### config.mk
export PLATFORM = sky130hd
export DESIGN_NAME = bypass_rf_wr_arb_flat
export DESIGN_NICKNAME = d
export VERILOG_FILES = /design/src/rtl/bypass_rf_wr_arb_if.sv /design/src/rtl/bypass_rf_wr_arb.sv /design/src/flat_wrapper.sv
export SDC_FILE = /design/constraint.sdc
export NUM_CORES = 1
export LEC_CHECK = 0
export CAP_MARGIN = 15
export CORE_MARGIN = 3
export CORE_UTILIZATION = 45
export CTS_CLUSTER_DIAMETER = 60
export DETAILED_ROUTE_END_ITERATION = 7
export HOLD_SLACK_MARGIN = 0.1
export PLACE_DENSITY = 0.73
export SYNTH_ARGS = -nofsm -noshare
export SYNTH_HDL_FRONTEND = slang
export SYNTH_SLANG_ARGS = --single-unit
### constraint.sdc
create_clock -name CLK -period 8.2 [get_ports CLK]
set_input_delay 1.23 -clock CLK [delete_from_list [all_inputs] [get_ports CLK]]
set_output_delay 1.23 -clock CLK [all_outputs]
set_load 0.01 [all_outputs]
### src/rtl/bypass_rf_wr_arb_if.sv
// rtl/bypass_rf_wr_arb_if.sv - requester and register-file write-port bundle for bypass_rf_wr_arb
interface bypass_rf_wr_arb_if #(
  parameter int name_width = 1,
  parameter int data_width = 1,
  parameter int cnt_width  = 16
);
  logic [3:0]              REQ_V;
  logic [4*name_width-1:0] REQ_NAME;
  logic [4*data_width-1:0] REQ_DATA;
  logic [3:0]              REQ_RDY;
  logic [name_width-1:0]   NAME_IN_1;
  logic [data_width-1:0]   D_IN_1;
  logic                    WE_1;
  logic [name_width-1:0]   NAME_IN_2;
  logic [data_width-1:0]   D_IN_2;
  logic                    WE_2;
  logic [cnt_width-1:0]    CONFLICT_CNT;

  modport master (
    output REQ_V, REQ_NAME, REQ_DATA,
    input  REQ_RDY, NAME_IN_1, D_IN_1, WE_1, NAME_IN_2, D_IN_2, WE_2, CONFLICT_CNT
  );

  modport slave (
    input  REQ_V, REQ_NAME, REQ_DATA,
    output REQ_RDY, NAME_IN_1, D_IN_1, WE_1, NAME_IN_2, D_IN_2, WE_2, CONFLICT_CNT
  );
endinterface

### src/rtl/bypass_rf_wr_arb.sv
// rtl/bypass_rf_wr_arb.sv - four one-entry writeback buffers arbitrated round-robin onto two register-file write ports
// Define BYPASS_RF_WR_ARB_STATS_EN to build the saturating conflict-cycle counter (CONFLICT_CNT).
module bypass_rf_wr_arb #(
  parameter int name_width = 1,
  parameter int data_width = 1,
  parameter int cnt_width  = 16
) (
  input logic               CLK,
  input logic               RST,
  bypass_rf_wr_arb_if.slave bus
);

  logic [3:0]            full;
  logic [3:0]            full_nxt;
  logic [name_width-1:0] name_q [4];
  logic [data_width-1:0] data_q [4];
  logic [1:0]            ptr;
  logic [1:0]            ptr_nxt;

  logic                  gnt1_v;
  logic                  gnt2_v;
  logic [1:0]            gnt1_idx;
  logic [1:0]            gnt2_idx;
  logic [1:0]            scan_idx;
  logic [3:0]            gnt;
  logic [3:0]            rdy;
  logic [3:0]            accept;

  // Grants depend only on stored state, so REQ_RDY never sees REQ_V combinationally.
  always_comb begin
    gnt1_v   = 1'b0;
    gnt2_v   = 1'b0;
    gnt1_idx = 2'd0;
    gnt2_idx = 2'd0;
    scan_idx = 2'd0;
    for (int k = 0; k < 4; k++) begin
      scan_idx = ptr + 2'(k);
      if (full[scan_idx]) begin
        if (!gnt1_v) begin
          gnt1_v   = 1'b1;
          gnt1_idx = scan_idx;
        end else if (!gnt2_v && (name_q[scan_idx] != name_q[gnt1_idx])) begin
          gnt2_v   = 1'b1;
          gnt2_idx = scan_idx;
        end
      end
    end
  end

  always_comb begin
    gnt = 4'b0000;
    if (gnt1_v) gnt[gnt1_idx] = 1'b1;
    if (gnt2_v) gnt[gnt2_idx] = 1'b1;
  end

  // Port 2 is always later in scan order than port 1, so it is the last grant when present.
  always_comb begin
    ptr_nxt = ptr;
    if (gnt2_v) begin
      ptr_nxt = gnt2_idx + 2'd1;
    end else if (gnt1_v) begin
      ptr_nxt = gnt1_idx + 2'd1;
    end
  end

  assign rdy      = ~full | gnt;
  assign accept   = bus.REQ_V & rdy;
  assign full_nxt = accept | (full & ~gnt);

  always_ff @(posedge CLK or negedge RST) begin
    if (!RST) begin
      full <= 4'b0000;
      ptr  <= 2'd0;
    end else begin
      full <= full_nxt;
      ptr  <= ptr_nxt;
    end
  end

  // Payload registers carry no reset; they are only observed while their full flag is set.
  always_ff @(posedge CLK) begin
    for (int i = 0; i < 4; i++) begin
      if (accept[i]) begin
        name_q[i] <= bus.REQ_NAME[i*name_width +: name_width];
        data_q[i] <= bus.REQ_DATA[i*data_width +: data_width];
      end
    end
  end

  assign bus.REQ_RDY   = rdy;
  assign bus.WE_1      = gnt1_v;
  assign bus.NAME_IN_1 = gnt1_v ? name_q[gnt1_idx] : '0;
  assign bus.D_IN_1    = gnt1_v ? data_q[gnt1_idx] : '0;
  assign bus.WE_2      = gnt2_v;
  assign bus.NAME_IN_2 = gnt2_v ? name_q[gnt2_idx] : '0;
  assign bus.D_IN_2    = gnt2_v ? data_q[gnt2_idx] : '0;

`ifdef BYPASS_RF_WR_ARB_STATS_EN
  logic [cnt_width-1:0] cnt_q;
  logic [2:0]           n_full;

  assign n_full = {2'b00, full[0]} + {2'b00, full[1]} + {2'b00, full[2]} + {2'b00, full[3]};

  always_ff @(posedge CLK or negedge RST) begin
    if (!RST) begin
      cnt_q <= '0;
    end else if ((n_full >= 3'd3) && (cnt_q != {cnt_width{1'b1}})) begin
      cnt_q <= cnt_q + cnt_width'(1);
    end
  end

  assign bus.CONFLICT_CNT = cnt_q;
`else
  assign bus.CONFLICT_CNT = '0;
`endif

endmodule
### src/flat_wrapper.sv
// flat-port wrapper written by rule: the top's interface ports become plain ports
module bypass_rf_wr_arb_flat 
#(
  parameter int name_width = 1,
  parameter int data_width = 1,
  parameter int cnt_width  = 16
)
  (CLK, RST, bus_REQ_V, bus_REQ_NAME, bus_REQ_DATA, bus_REQ_RDY, bus_NAME_IN_1, bus_D_IN_1, bus_WE_1, bus_NAME_IN_2, bus_D_IN_2, bus_WE_2, bus_CONFLICT_CNT);
  bypass_rf_wr_arb_if #(.name_width(name_width), .data_width(data_width), .cnt_width(cnt_width)) bus_i ();
  input logic CLK;
  input logic RST;
  input wire logic [$bits(bus_i.REQ_V)-1:0] bus_REQ_V;
  input wire logic [$bits(bus_i.REQ_NAME)-1:0] bus_REQ_NAME;
  input wire logic [$bits(bus_i.REQ_DATA)-1:0] bus_REQ_DATA;
  output wire logic [$bits(bus_i.REQ_RDY)-1:0] bus_REQ_RDY;
  output wire logic [$bits(bus_i.NAME_IN_1)-1:0] bus_NAME_IN_1;
  output wire logic [$bits(bus_i.D_IN_1)-1:0] bus_D_IN_1;
  output wire logic [$bits(bus_i.WE_1)-1:0] bus_WE_1;
  output wire logic [$bits(bus_i.NAME_IN_2)-1:0] bus_NAME_IN_2;
  output wire logic [$bits(bus_i.D_IN_2)-1:0] bus_D_IN_2;
  output wire logic [$bits(bus_i.WE_2)-1:0] bus_WE_2;
  output wire logic [$bits(bus_i.CONFLICT_CNT)-1:0] bus_CONFLICT_CNT;
  assign bus_i.REQ_V = bus_REQ_V;
  assign bus_i.REQ_NAME = bus_REQ_NAME;
  assign bus_i.REQ_DATA = bus_REQ_DATA;
  assign bus_REQ_RDY = bus_i.REQ_RDY;
  assign bus_NAME_IN_1 = bus_i.NAME_IN_1;
  assign bus_D_IN_1 = bus_i.D_IN_1;
  assign bus_WE_1 = bus_i.WE_1;
  assign bus_NAME_IN_2 = bus_i.NAME_IN_2;
  assign bus_D_IN_2 = bus_i.D_IN_2;
  assign bus_WE_2 = bus_i.WE_2;
  assign bus_CONFLICT_CNT = bus_i.CONFLICT_CNT;
  bypass_rf_wr_arb #(.name_width(name_width), .data_width(data_width), .cnt_width(cnt_width)) u_core (.CLK(CLK), .RST(RST), .bus(bus_i));
endmodule
## After elaboration in Yosys (flattened, before gate mapping)

Memory sizes are Yosys's and may differ from the RTL's.
Index checks and enable logic that the tools add are counted.

- Memories: 2
- Output and inout bits: 26
- RAM bits: 8
- Logic and storage cells: 91
- Bits in registers: 6
- Input bits: 14

- Equality and inequality tests: 3
- Bitwise gates (word level): 7
- Muxes and demuxes: 57
- $add $sub $neg: 5
- Reductions and logical operators: 7
- Magnitude comparators: 8

Memories:

| memory | words | width | read ports | clocked after memory_dff | write ports | line | RTL |
|---|---|---|---|---|---|---|---|
| u_core.data_q | 4 | 1 | 2 | 0 | 4 | bypass_rf_wr_arb.sv:16 | `logic [data_width-1:0] data_q [4];` |
| u_core.name_q | 4 | 1 | 8 | 0 | 4 | bypass_rf_wr_arb.sv:15 | `logic [name_width-1:0] name_q [4];` |

Operators by type and width:

| cell | number |
|---|---|
| 2-to-1 mux 2 bit | 18 |
| 2-to-1 mux 1 bit | 31 |
| less-than comparator 2 x 3 -> 1 bit, second input constant | 6 |
| OR 4 bit | 3 |
| bitwise AND 4 bit | 2 |
| binary-select mux 1 bit (select 2 bit) | 4 |
| 2-to-1 mux 4 bit | 2 |
| inverter 4 bit | 2 |
| adder 2 x 1 -> 2 bit, second input constant | 3 |
| adder 2 bit, second input constant | 2 |
| demux 1 bit (select 2 bit) | 2 |
| greater-or-equal comparator 2 x 1 -> 1 bit, second input constant | 2 |
| logical AND 1 bit | 4 |
| != test 1 bit | 3 |
| logical NOT 1 bit | 2 |
| nonzero test 2 bit | 1 |

## Logic depth before layout (Yosys ltp)

An unclocked memory read counts as a cell.

- Depth after elaboration: 28
- Depth in mapped cells: 16
- Mapped depth without buffers: 13

## Worst setup path before layout

Ideal clock, no wire load.

- Path kind: reg-to-output
- From: reg u_core.ptr[0]
- To: out bus_D_IN_2
- Required time: 6.970 ns
- Buffers on the path: 2
- Path slack: 3.745 ns
- Data arrival time: 3.225 ns
- Stages on the path, launching flop included: 16
- Cells stage by stage: dfrtp_1 buf_4 buf_6 mux2_2 nand2_1 o21ai_0 ha_1 nor2_1 a21oi_1 and3b_1 or4_4 nand2_4 nor3b_2 o32ai_4 nand2_1 o22ai_1

- Word-level cells in the longest chain between the ends: 20
- Elaborated cells between the ends (all ways): 47
- Classes of those cells: 3 x add/sub; 3 x eq/ne; 35 x mux; 4 x reduce/logical; 2 x memory

RTL lines:

| what | line | RTL |
|---|---|---|
| start: declaration | bypass_rf_wr_arb.sv:17 | `logic [1:0] ptr;` |
| start signal: assignment | bypass_rf_wr_arb.sv:76 | `ptr <= ptr_nxt;` |
| binary-select mux 1 bit (select 2 bit) | bypass_rf_wr_arb.sv:38 | `if (full[scan_idx]) begin` |
| 2-to-1 mux 1 bit (implied by the code) | bypass_rf_wr_arb.sv:38 |  |
| 2-to-1 mux 2 bit | bypass_rf_wr_arb.sv:38 |  |
| memory (4 x 1 bit) | n/a |  |
| != test 1 bit | bypass_rf_wr_arb.sv:42 | `end else if (!gnt2_v && (name_q[scan_idx] != name_q[gnt1_idx])) begin` |
| 2-to-1 mux 1 bit | bypass_rf_wr_arb.sv:42 |  |
| 2-to-1 mux 1 bit | bypass_rf_wr_arb.sv:39 | `if (!gnt1_v) begin` |
| 2-to-1 mux 1 bit | bypass_rf_wr_arb.sv:38 |  |
| (+4 left out) | n/a |  |
| 2-to-1 mux 1 bit | bypass_rf_wr_arb.sv:38 |  |
| logical NOT 1 bit | bypass_rf_wr_arb.sv:42 |  |
| logical AND 1 bit | bypass_rf_wr_arb.sv:42 |  |
| 2-to-1 mux 2 bit | bypass_rf_wr_arb.sv:42 |  |
| 2-to-1 mux 2 bit | bypass_rf_wr_arb.sv:39 |  |
| 2-to-1 mux 2 bit | bypass_rf_wr_arb.sv:38 |  |
| memory (4 x 1 bit) | n/a |  |
| 2-to-1 mux 1 bit (*) | bypass_rf_wr_arb.sv:96 | `assign bus.D_IN_2 = gnt2_v ? data_q[gnt2_idx] : '0;` |
| end: declaration | flat_wrapper.sv:20 | `output wire logic [$bits(bus_i.D_IN_2)-1:0] bus_D_IN_2;` |

Every way passes the cells marked *; elsewhere a longest branch is shown, timed or not. The select of a mux whose other input is x is not followed.

## Final worst setup path

- From: reg u_core.ptr[0]
- To: out bus_D_IN_1

- Word-level cells in the longest chain between the ends: 11
- Elaborated cells between the ends (all ways): 24
- Classes of those cells: 3 x add/sub; 20 x mux; 1 x memory

RTL lines:

| what | line | RTL |
|---|---|---|
| branches (longest 10 deep; another with adder 2 x 1 -> 2 bit) | n/a |  |
| 2-to-1 mux 1 bit (*) | bypass_rf_wr_arb.sv:93 | `assign bus.D_IN_1 = gnt1_v ? data_q[gnt1_idx] : '0;` |
| end: declaration | flat_wrapper.sv:17 | `output wire logic [$bits(bus_i.D_IN_1)-1:0] bus_D_IN_1;` |

Every way passes the cells marked *. The select of a mux whose other input is x is not followed.

==> results.txt <==
clock sinks = 14
Vias = 1445
Num CTS Buffers = 3
Setup CP Type = flip-flop to primary output
total wire length = 3.777 mm
Worst Max-Slew Pin Slew = 832.4 ps
drt first pass iters = 4
number of enable flip-flop cells after synthesis = 8
RSZ-0062 raised after global routing = false
Layout area overhead = 13.19%
Post-layout nets = 225
status = finished, final reports clean
Setup Skew = 4.013 ps
grt ovf = 0
Synth cell types = 53
Core Region = 3468 um2
Hold Crit Class = flip-flop to flip-flop
share of layout cells above drive strength 1 = 10.10%
Post-DRT Antenna Nets = 0
post-route cell area = 1901 um2
max-slew violations = 0
die area = 4500 um2
initial antenna violation count = 0
Max Freq = 174.6 MHz
vias in the first global route = 1391
flops & latches, synth = 14
yosys warns = 0
vias per std cell = 5.689
Max stage delay on crit path = 710 ps
CP Launch Type = flip-flop
largest net degree at the start of global routing = 25
crit-path most repeated cell = mux2i_1
Crit path arrival time = 4500 ps
Fillers = 341
Post-Place Cell Area = 1856 um2
worst-path cell chain = buf_4 > mux2_2 > nand2_1 > o21ai_0 > ha_1 > a21oi_1 > mux2i_1 > mux2i_1 > mux4_2 > and2_1 > clkdlybuf4s50_1
Slew headroom = 42.92%
sequential area share after synthesis = 23.25%
I/O pins = 40
postcts setup bufs = 0
CTS tree = yes
Setup Viol. Count Final = 0
HPWL after DPL = 2.898 mm
Crit-path slowest cell = mux2i_1
port buffer count = 23
netlist area before placement = 1679 um2
Mapped Cells = 191
Clock transition at path regs = 50 ps
Placer Congestion = 0.7782
post-CTS sizing = 0
GRT Total Usage = 18.84%
CP max FO = 19
row count = 21
critical path required time = 6970 ps
Crit path max-delay family = multiplexers
Antenna Cells = 0
H-tree depth = 1
worst skew pair latency = 250 ps
Die Ht = 67.09 um
Buf+Inv Stages, Crit Path = 2
Die Wd = 67.09 um
Post-synth ARST share = 42.86%
setup TNS = 0 ps
crit path capture type = primary output
Remaining DRCs = 0
Syn Area/Cell = 8.791 um2
Hold-fix buffers, CTS = 0
Initial Util = 48.41%
first-pass GRT wire length = 6.492 mm
DR WL/cell = 14.87 um
Final period util = 69.86%
max_cap viols = 0
top_reg_cell synth = edfxtp_1
count of final hold-check violations = 0
min cycle time layout = 5728 ps
Max Buffers Root-to-Sink = 2
First DRT Iteration DRCs = 174
clk root buf = clkbuf_8
metrics by stage:
stage	cells	worst slack (ps)	hold WS, ps	util [%]
floorplan	206	3745	685.1	-
global placement	250	2864	753.5	53.50
detailed placement	250	2729	786.3	53.50
CTS	254	2470	795.4	54.80
global route	254	2086	874.2	54.80
finish	254	2472	779.9	54.80
sequential cells by signal, indices dropped and copies added, names as in the netlist:
| register | count |
|---|---|
| u_core.ptr | 2 |
| u_core.name_q | 4 |
| u_core.full | 4 |
| u_core.data_q | 4 |
cell usage after synthesis, drive strengths merged (6+ instances only):
cell	n	area (um2)
nor2b	10	62.56
mux2i	11	110.1
edfxtp	8	240.2
a21boi	6	45.05
nand2	14	60.06
buf	23	163.9
nor2	13	48.80
o21ai	11	55.05
a21oi	7	35.03
inv	7	26.28
o22ai	6	37.54
dfrtp	6	150.1
placed cells by master, fill, tap and decap left out, drive strengths merged, types with 7 or more instances in the layout:
cell type / n
a21oi: 7
clkdlybuf4s50: 23
conb: 16
edfxtp: 8
inv: 7
mux2i: 11
nand2: 14
nor2: 13
nor2b: 10
o21ai: 11
logic make-up (layout without fill, tap and decap cells):
kind of cell,after synthesis,count (layout),share of synthesized area (%)
and+or+nand+nor,67,67,22.65
AOI/OAI and AO/OA,52,52,23.55
buffers and inverters,33,35,12.00
muxes,19,19,15.28
DFF,14,14,23.25
xor gates and xnor gates,3,3,1.565
adders and majority gates,2,2,1.490
other,1,16,0.2233
path summary, 6_finish.rpt:
| path | slack, ps | to | startpoint | depth (start not counted) |
|---|---|---|---|---|
| max | 2470 | bus_D_IN_1 | u_core.ptr[0]$_DFFE_PN0P_ | 11 |
| min | 780 | u_core.ptr[0]$_DFFE_PN0P_ | u_core.ptr[0]$_DFFE_PN0P_ | 2 |
| max reg2reg | 4110 | u_core.data_q[0]$_DFFE_PP_ | u_core.ptr[0]$_DFFE_PN0P_ | 13 |
| min reg2reg | 780 | u_core.ptr[0]$_DFFE_PN0P_ | u_core.ptr[0]$_DFFE_PN0P_ | 2 |
| max in group asynchronous | 6780 | u_core.full[3]$_DFF_PN0_ | RST | 1 |
| min in group asynchronous | 1220 | u_core.full[0]$_DFF_PN0_ | RST | 1 |
layout make-up:
class	instances	area, um2	area share [%]
Tap cell	46	57.56	3.028
Timing Repair Buffer	24	237.7	12.51
Inverter	7	26.28	1.382
Clock buffer	3	41.29	2.172
Clock inverter	1	3.754	0.1975
Sequential cell	14	390.4	20.54
Multi-Input combinational cell	159	1144	60.17
metal layers:
layer / track usage [%] / wire, um
met5: 0 / 0
met3: 2.867 / 285
met2: 29.69 / 1804
met4: 4.557 / 29
met1: 26.80 / 1657
worst min-delay path: stages (launching register included):
cell and delay [ps]:
dfrtp_1 530, nand2_1 110, o21ai_0 80
Power is not shown: default switching activity piles up to over one toggle a cycle in this logic, so the estimate is an artifact.
